==> config.mk <==
export PLATFORM = sky130hd
export DESIGN_NAME = boot_loader
export DESIGN_NICKNAME = d
export VERILOG_FILES = /design/src/rtl/boot_loader_pkg.sv /design/src/rtl/boot_loader.sv
export SDC_FILE = /design/constraint.sdc
export NUM_CORES = 1
export LEC_CHECK = 0
export ABC_AREA = 1
export BUFFER_PORTS_ARGS = -buffer_cell sky130_fd_sc_hd__buf_2
export CAP_MARGIN = 20
export CELL_PAD_IN_SITES_DETAIL_PLACEMENT = 1
export CELL_PAD_IN_SITES_GLOBAL_PLACEMENT = 1
export CORE_UTILIZATION = 40
export CTS_CLUSTER_DIAMETER = 80
export CTS_CLUSTER_SIZE = 12
export DETAILED_ROUTE_END_ITERATION = 8
export PLACE_DENSITY_LB_ADDON = 0.1
export SYNTH_ARGS = -nofsm -noshare
export SYNTH_HDL_FRONTEND = slang
export SYNTH_SLANG_ARGS = --single-unit
==> constraint.sdc <==
create_clock -name clk -period 2.1 [get_ports clk]
set_input_delay 0.21 -clock clk [delete_from_list [all_inputs] [get_ports clk]]
set_output_delay 0.21 -clock clk [all_outputs]
set_load 0.01 [all_outputs]
==> src/rtl/boot_loader_pkg.sv <==
// Shared types and constants for the framed instruction-memory loader.
// State encoding, default frame start byte and instruction word width.
package boot_loader_pkg;

  localparam int unsigned REG_W = 32;
  localparam logic [7:0] SYNC_DEFAULT = 8'hA5;

  typedef enum logic [2:0] {
    ST_IDLE,
    ST_LEN_LO,
    ST_LEN_HI,
    ST_DATA,
    ST_CSUM,
    ST_DONE,
    ST_ERR
  } state_e;

  function automatic logic is_busy(input state_e s);
    return (s == ST_LEN_LO) || (s == ST_LEN_HI) || (s == ST_DATA) || (s == ST_CSUM);
  endfunction

endpackage

==> src/rtl/boot_loader.sv <==
// Receives a framed byte stream and writes 32-bit words into instruction RAM,
// holding the core in reset until a frame passes its checksum.
module boot_loader
  import boot_loader_pkg::*;
#(
  parameter int unsigned ADDR_W  = 12,
  parameter int unsigned TIMEOUT = 100000,
  parameter logic [7:0]  SYNC    = SYNC_DEFAULT
) (
  input  logic              clk,
  input  logic              rst,
  input  logic [7:0]        rx_data,
  input  logic              rx_valid,
  output logic              mem_we,
  output logic [ADDR_W-1:0] mem_addr,
  output logic [REG_W-1:0]  mem_wdata,
  output logic              core_rst,
  output logic              busy,
  output logic              done,
  output logic              err
);

  localparam int unsigned TMO_W = $clog2(TIMEOUT);
  localparam int unsigned DEPTH = 32'd1 << ADDR_W;

  state_e             state_q, state_d;
  logic [1:0]         byte_cnt_q, byte_cnt_d;
  logic [15:0]        word_cnt_q, word_cnt_d;
  logic [15:0]        len_q, len_d;
  logic [7:0]         csum_q, csum_d;
  logic [TMO_W-1:0]   tmo_q, tmo_d;
  logic [ADDR_W-1:0]  addr_q, addr_d;
  logic [REG_W-1:0]   wdata_q, wdata_d;
  logic               we_q, we_d;
  logic               core_rst_q, core_rst_d;
  logic               busy_q, busy_d;
  logic               done_q, done_d;
  logic               err_q, err_d;
  logic [15:0]        len_n;

  assign len_n = {rx_data, len_q[7:0]};

  always_comb begin
    // NOTE: every signal gets a default before the case so no latch is inferred.
    state_d    = state_q;
    byte_cnt_d = byte_cnt_q;
    word_cnt_d = word_cnt_q;
    len_d      = len_q;
    csum_d     = csum_q;
    addr_d     = addr_q;
    wdata_d    = wdata_q;
    we_d       = 1'b0;
    tmo_d      = '0;

    // Address advances once the previous write pulse has been presented;
    // the final word leaves DATA, so the address never steps past the frame.
    if (we_q && state_q == ST_DATA) addr_d = addr_q + ADDR_W'(1);

    if (is_busy(state_q) && !rx_valid) tmo_d = tmo_q + TMO_W'(1);

    unique case (state_q)
      ST_IDLE, ST_DONE, ST_ERR: begin
        if (rx_valid && rx_data == SYNC) begin
          state_d    = ST_LEN_LO;
          csum_d     = '0;
          addr_d     = '0;
          byte_cnt_d = '0;
          word_cnt_d = '0;
        end
      end
      ST_LEN_LO: begin
        if (rx_valid) begin
          len_d[7:0] = rx_data;
          state_d    = ST_LEN_HI;
        end
      end
      ST_LEN_HI: begin
        if (rx_valid) begin
          len_d = len_n;
          if (len_n == '0)                  state_d = ST_CSUM;
          else if ({16'd0, len_n} > DEPTH)  state_d = ST_ERR;
          else                              state_d = ST_DATA;
        end
      end
      ST_DATA: begin
        if (rx_valid) begin
          wdata_d[{byte_cnt_q, 3'b000} +: 8] = rx_data;
          csum_d     = csum_q + rx_data;
          byte_cnt_d = byte_cnt_q + 2'd1;
          if (byte_cnt_q == 2'd3) begin
            we_d       = 1'b1;
            word_cnt_d = word_cnt_q + 16'd1;
            if (word_cnt_q + 16'd1 == len_q) state_d = ST_CSUM;
          end
        end
      end
      ST_CSUM: begin
        if (rx_valid) state_d = (rx_data == csum_q) ? ST_DONE : ST_ERR;
      end
      default: state_d = ST_IDLE;
    endcase

    if (is_busy(state_q) && !rx_valid && tmo_q == TMO_W'(TIMEOUT - 1)) state_d = ST_ERR;

    // Status flags are registered so the core reset line is glitch-free.
    core_rst_d = (state_d == ST_DONE);
    done_d     = (state_d == ST_DONE);
    err_d      = (state_d == ST_ERR);
    busy_d     = is_busy(state_d);
  end

  // NOTE: sequential state uses non-blocking assignments only.
  always_ff @(posedge clk or negedge rst) begin
    if (!rst) begin
      state_q    <= ST_IDLE;
      byte_cnt_q <= '0;
      word_cnt_q <= '0;
      len_q      <= '0;
      csum_q     <= '0;
      tmo_q      <= '0;
      addr_q     <= '0;
      wdata_q    <= '0;
      we_q       <= 1'b0;
      core_rst_q <= 1'b0;
      busy_q     <= 1'b0;
      done_q     <= 1'b0;
      err_q      <= 1'b0;
    end else begin
      state_q    <= state_d;
      byte_cnt_q <= byte_cnt_d;
      word_cnt_q <= word_cnt_d;
      len_q      <= len_d;
      csum_q     <= csum_d;
      tmo_q      <= tmo_d;
      addr_q     <= addr_d;
      wdata_q    <= wdata_d;
      we_q       <= we_d;
      core_rst_q <= core_rst_d;
      busy_q     <= busy_d;
      done_q     <= done_d;
      err_q      <= err_d;
    end
  end

  assign mem_we    = we_q;
  assign mem_addr  = addr_q;
  assign mem_wdata = wdata_q;
  assign core_rst  = core_rst_q;
  assign busy      = busy_q;
  assign done      = done_q;
  assign err       = err_q;

endmodule

==> results.toml <==
[run_status]
outcome = "finished clean"

[finish]
area_growth_pct = 21.99
drive_gt1_frac = 0.2135
net_count_of_the_finished_layout = 897
utilization = 0.4991
diodes = 0
post-route-cell-area_mm2 = 0.007254

[power_and_ir_drop]
share_seq_of_total_power = 0.359
internal_pwr_total_mw = 4.931
total_switching_power_mw = 3.735
peak_supply_drop_mv = 0.4870
leakage_nw = 3.776
power.density_mw_per_mm2 = 1195
p_sw_frac = 0.4310
power.share.combinational = 0.444
power.clock.fraction = 0.197

[die]
initial_core_util = 0.4092
num_io_pins = 60
dieArea_mm2 = 0.01536
placement_rows = 44
core_footprint_mm2 = 0.01453
dieWidth_um = 123.9
height_of_the_die_um = 123.9

[logic_synthesis]
yosysWarnings = 0
synth_seq_cells = 110
netlist_top_cells_area = "sky130_fd_sc_hd__dfrtp_1 46%, sky130_fd_sc_hd__nand2_1 11%, sky130_fd_sc_hd__inv_1 6.2%"
synth.lib_cells_used.distinct = 40
asyncSetResetFlopFracSynth = 1.000
synthesis.nets = 792
mean_syn_cell_area_um2 = 7.784
synth-edff-count = 0
ys_dominant_reg_cell = "sky130_fd_sc_hd__dfrtp_1"
netlist.area_leader.share = 0.4629
synth.largest_area_cell = "sky130_fd_sc_hd__dfrtp_1"
synth_sequential_area_ratio = 0.4629
syn-cell-area_mm2 = 0.005947
synth_top_cells_by_count = "171 x sky130_fd_sc_hd__nand2_1, 110 x sky130_fd_sc_hd__dfrtp_1, 99 x sky130_fd_sc_hd__inv_1"
synthMostInstantiatedCell = "sky130_fd_sc_hd__nand2_1"
synthesis.instances = 764

[critical_path]
r2r.worst_path.cells = 14
worst-path-max-fanout = 7
crit-reg2reg-capture = "busy$_DFF_PN0_"
worst_r2r_startpoint = "word_cnt_q[1]$_DFFE_PN0P_"
worst-setup-path-type = "register to register"
worstPathRequired_ps = 2350
worst-r2r-setup-slack_ps = 3
setup.worst_path.end_class = "register"
critical_path_source_type = "register"
worstPathArrival_ps = 2340

[worst_hold_path]
hold_path_startpoint = "rx_data[7]"
hold_path_end = "mem_wdata[7]$_DFFE_PN0P_"
worst_hold_path_type = "primary input to register"
hold_depth = 3

[cts]
h_tree_lvls = 3
clk_path_buf_depth = 2
tritoncts.num_buffers = 9
cts.clk_slew.worst_paths_ps = 70
cts_num_sinks = 110
cts_root_buf = "sky130_fd_sc_hd__clkbuf_16"
clock_tree_from_tritoncts = "yes"
worst_skew_pair.late_latency_ps = 350

[drt]
drtIter0Drc = 261
routedLengthMet1_um = 8098
met2RoutedLength_um = 9016
first_pass_iters = 4
routed-via-count = 5548
met3RoutedLength_um = 548
routed_wl_um = 17860
ant_nets = 0
post_drt_via_cell_ratio = 5.259
drt_drc_violations_left = 0
route.detailed.wl_per_inst_um = 16.93
highest-signal-layer = "met4"

[timing]
layout_worst_path_cycle_share = 0.9984
slew-limit-headroom = 0.5971
finalMaxSlewViolations = 0
maximum_clock_skew_at_final_layout_ps = 7.989
hold_violations = 0
grt_setup_unrepaired = "yes"
setup_viol = 0
fmax_mhz = 477.0
worstMarginPinSlew_ps = 604.3
post-route-min-period_ps = 2097

[job]
max_cap_viols = 0

[global_routing]
grt_pass1_wl_um = 28050
globalRouteOverflowTotal = 0
antenna_found_initial = 0
groute.usage.overall = 0.2386
grt_start_max_net_pins = 42
first_global_vias = 5680

[placed_design]
io_buffers = 59
gpl.final_weighted_congestion = 0.8391
hpwlAfterDp_um = 12840
detailed_place.area_mm2 = 0.006663
cell usage in the layout (no fill, tap or decap), types with 2 or more instances in the layout:
cell                          n
sky130_fd_sc_hd__nor2_2      16
sky130_fd_sc_hd__nand2_2      8
sky130_fd_sc_hd__a22o_1       2
sky130_fd_sc_hd__a31oi_1      4
sky130_fd_sc_hd__nor3_4       2
sky130_fd_sc_hd__buf_12       3
sky130_fd_sc_hd__a21oi_1     38
sky130_fd_sc_hd__buf_2       58
sky130_fd_sc_hd__xnor2_1      5
sky130_fd_sc_hd__nor3b_1      4
sky130_fd_sc_hd__nand2_4      2
sky130_fd_sc_hd__nand2_1    166
sky130_fd_sc_hd__nand3_2     11
sky130_fd_sc_hd__dfrtp_2      6
sky130_fd_sc_hd__nand4_1     17
sky130_fd_sc_hd__inv_2        3
sky130_fd_sc_hd__nor3_1      14
sky130_fd_sc_hd__nor4_2       2
sky130_fd_sc_hd__nor4_1       4
sky130_fd_sc_hd__o22ai_1      9
sky130_fd_sc_hd__dfrtp_1    104
sky130_fd_sc_hd__ha_1        14
sky130_fd_sc_hd__inv_1       98
sky130_fd_sc_hd__o21bai_1     3
sky130_fd_sc_hd__buf_4       45
sky130_fd_sc_hd__o21ai_0     51
sky130_fd_sc_hd__nand3b_1     2
sky130_fd_sc_hd__clkbuf_16    9
sky130_fd_sc_hd__nor2_4       7
sky130_fd_sc_hd__nor2_1      73
sky130_fd_sc_hd__o21a_1       2
sky130_fd_sc_hd__xor2_1       6
sky130_fd_sc_hd__and3_1       2
sky130_fd_sc_hd__o21ai_1      3
sky130_fd_sc_hd__nand3_1     57
sky130_fd_sc_hd__a211oi_1     3
logic make-up after synthesis:
logic type / share of synthesized area
adders and majority gates: 0.03703
xor gates and xnor gates: 0.01620
muxes: 0.003577
and+or+nand+nor: 0.2956
DFF: 0.4629
buffers and inverters: 0.07574
AOI/OAI and AO/OA: 0.1090
cell type report:
| class | instances | area [µm²] |
|---|---|---|
| fillers | 1811 | 7279 |
| multi-input cells | 539 | 2904 |
| flip-flops and latches | 110 | 2760 |
| repair buffers | 107 | 698.2 |
| inverters | 102 | 385.4 |
| well taps | 184 | 230.2 |
| clock buffers | 9 | 225.2 |
| clock inverters | 4 | 51.30 |
critical path: stages, from the launching register on:
cell	delay [ps]
sky130_fd_sc_hd__dfrtp_2	430
sky130_fd_sc_hd__ha_4	180
sky130_fd_sc_hd__nand2_4	70
sky130_fd_sc_hd__nor2_4	200
sky130_fd_sc_hd__nand4_1	180
sky130_fd_sc_hd__nand2_1	140
sky130_fd_sc_hd__nand2_1	70
sky130_fd_sc_hd__nand2_1	90
sky130_fd_sc_hd__nand2_2	80
sky130_fd_sc_hd__nor2_4	100
sky130_fd_sc_hd__nand4_1	190
sky130_fd_sc_hd__nand3_2	130
sky130_fd_sc_hd__nand2_1	60
sky130_fd_sc_hd__inv_1	50
sky130_fd_sc_hd__nor2_1	30
metal layers:
layer	vias to the layer above	track usage
met1	2745	0.3080
met4	0	0.04911
met5	-	0
li1	2708	-
met2	78	0.4125
met3	17	0.04853
flip-flops by register name, indices dropped and copies added (netlist names):
register / cells
busy: 1
byte_cnt_q: 2
mem_wdata: 32
done: 1
err: 1
word_cnt_q: 16
csum_q: 8
state_q: 3
mem_addr: 12
len_q: 16
tmo_q: 17
mem_we: 1
worst max path at each step:
stage                                      endpoint                       from  slack, ps
after floorplan           mem_wdata[16]$_DFFE_PN0P_  byte_cnt_q[0]$_DFFE_PN0P_         80
after global placement                err$_DFF_PN0_  word_cnt_q[0]$_DFFE_PN0P_        100
after detailed placement              err$_DFF_PN0_  word_cnt_q[0]$_DFFE_PN0P_       -130
after CTS                             err$_DFF_PN0_  word_cnt_q[0]$_DFFE_PN0P_         10
after global routing                 busy$_DFF_PN0_  word_cnt_q[1]$_DFFE_PN0P_       -170
final                                busy$_DFF_PN0_  word_cnt_q[1]$_DFFE_PN0P_          3
timing repair:
| action | 4_1_cts | 5_1_grt |
|---|---|---|
| hold endpoints to repair | 39 | 0 |
| gates resized for setup | 10 | 39 |
| pin swaps | 5 | 18 |
| cloned | 0 | 1 |
| setup buffers | 2 | 16 |
| endpoints found under the setup margin | 4 | 15 |
| hold buffers | 1 | 0 |
stage by stage:
stage / setup slack, ps / cells / setup TNS, ps / power, mW / hold slack, ps
final: 3.462 / 1055 / 0 / 8.666 / 177.7
after global routing: -166.2 / 1055 / -360.2 / 9.345 / 196.1
after CTS: 10.60 / 1038 / 0 / 8.457 / 167.0
after detailed placement: -127.2 / 1022 / -345.6 / 6.592 / 257.2
after global placement: 102.3 / 1022 / 0 / 6.396 / 255.6
after floorplan: 83.98 / 764 / 0 / 5.410 / -85.59
power by group through the flow:
stage | logic [mW] | registers (mW) | clock network, mW
final | 3.85 | 3.11 | 1.71
after global routing | 4.36 | 3.18 | 1.81
after CTS | 3.60 | 3.10 | 1.76
after detailed placement | 3.48 | 3.11 | 0
after global placement | 3.31 | 3.09 | 0
after floorplan | 2.33 | 3.08 | 0
Note: power is estimated with default switching activity, not from simulation.
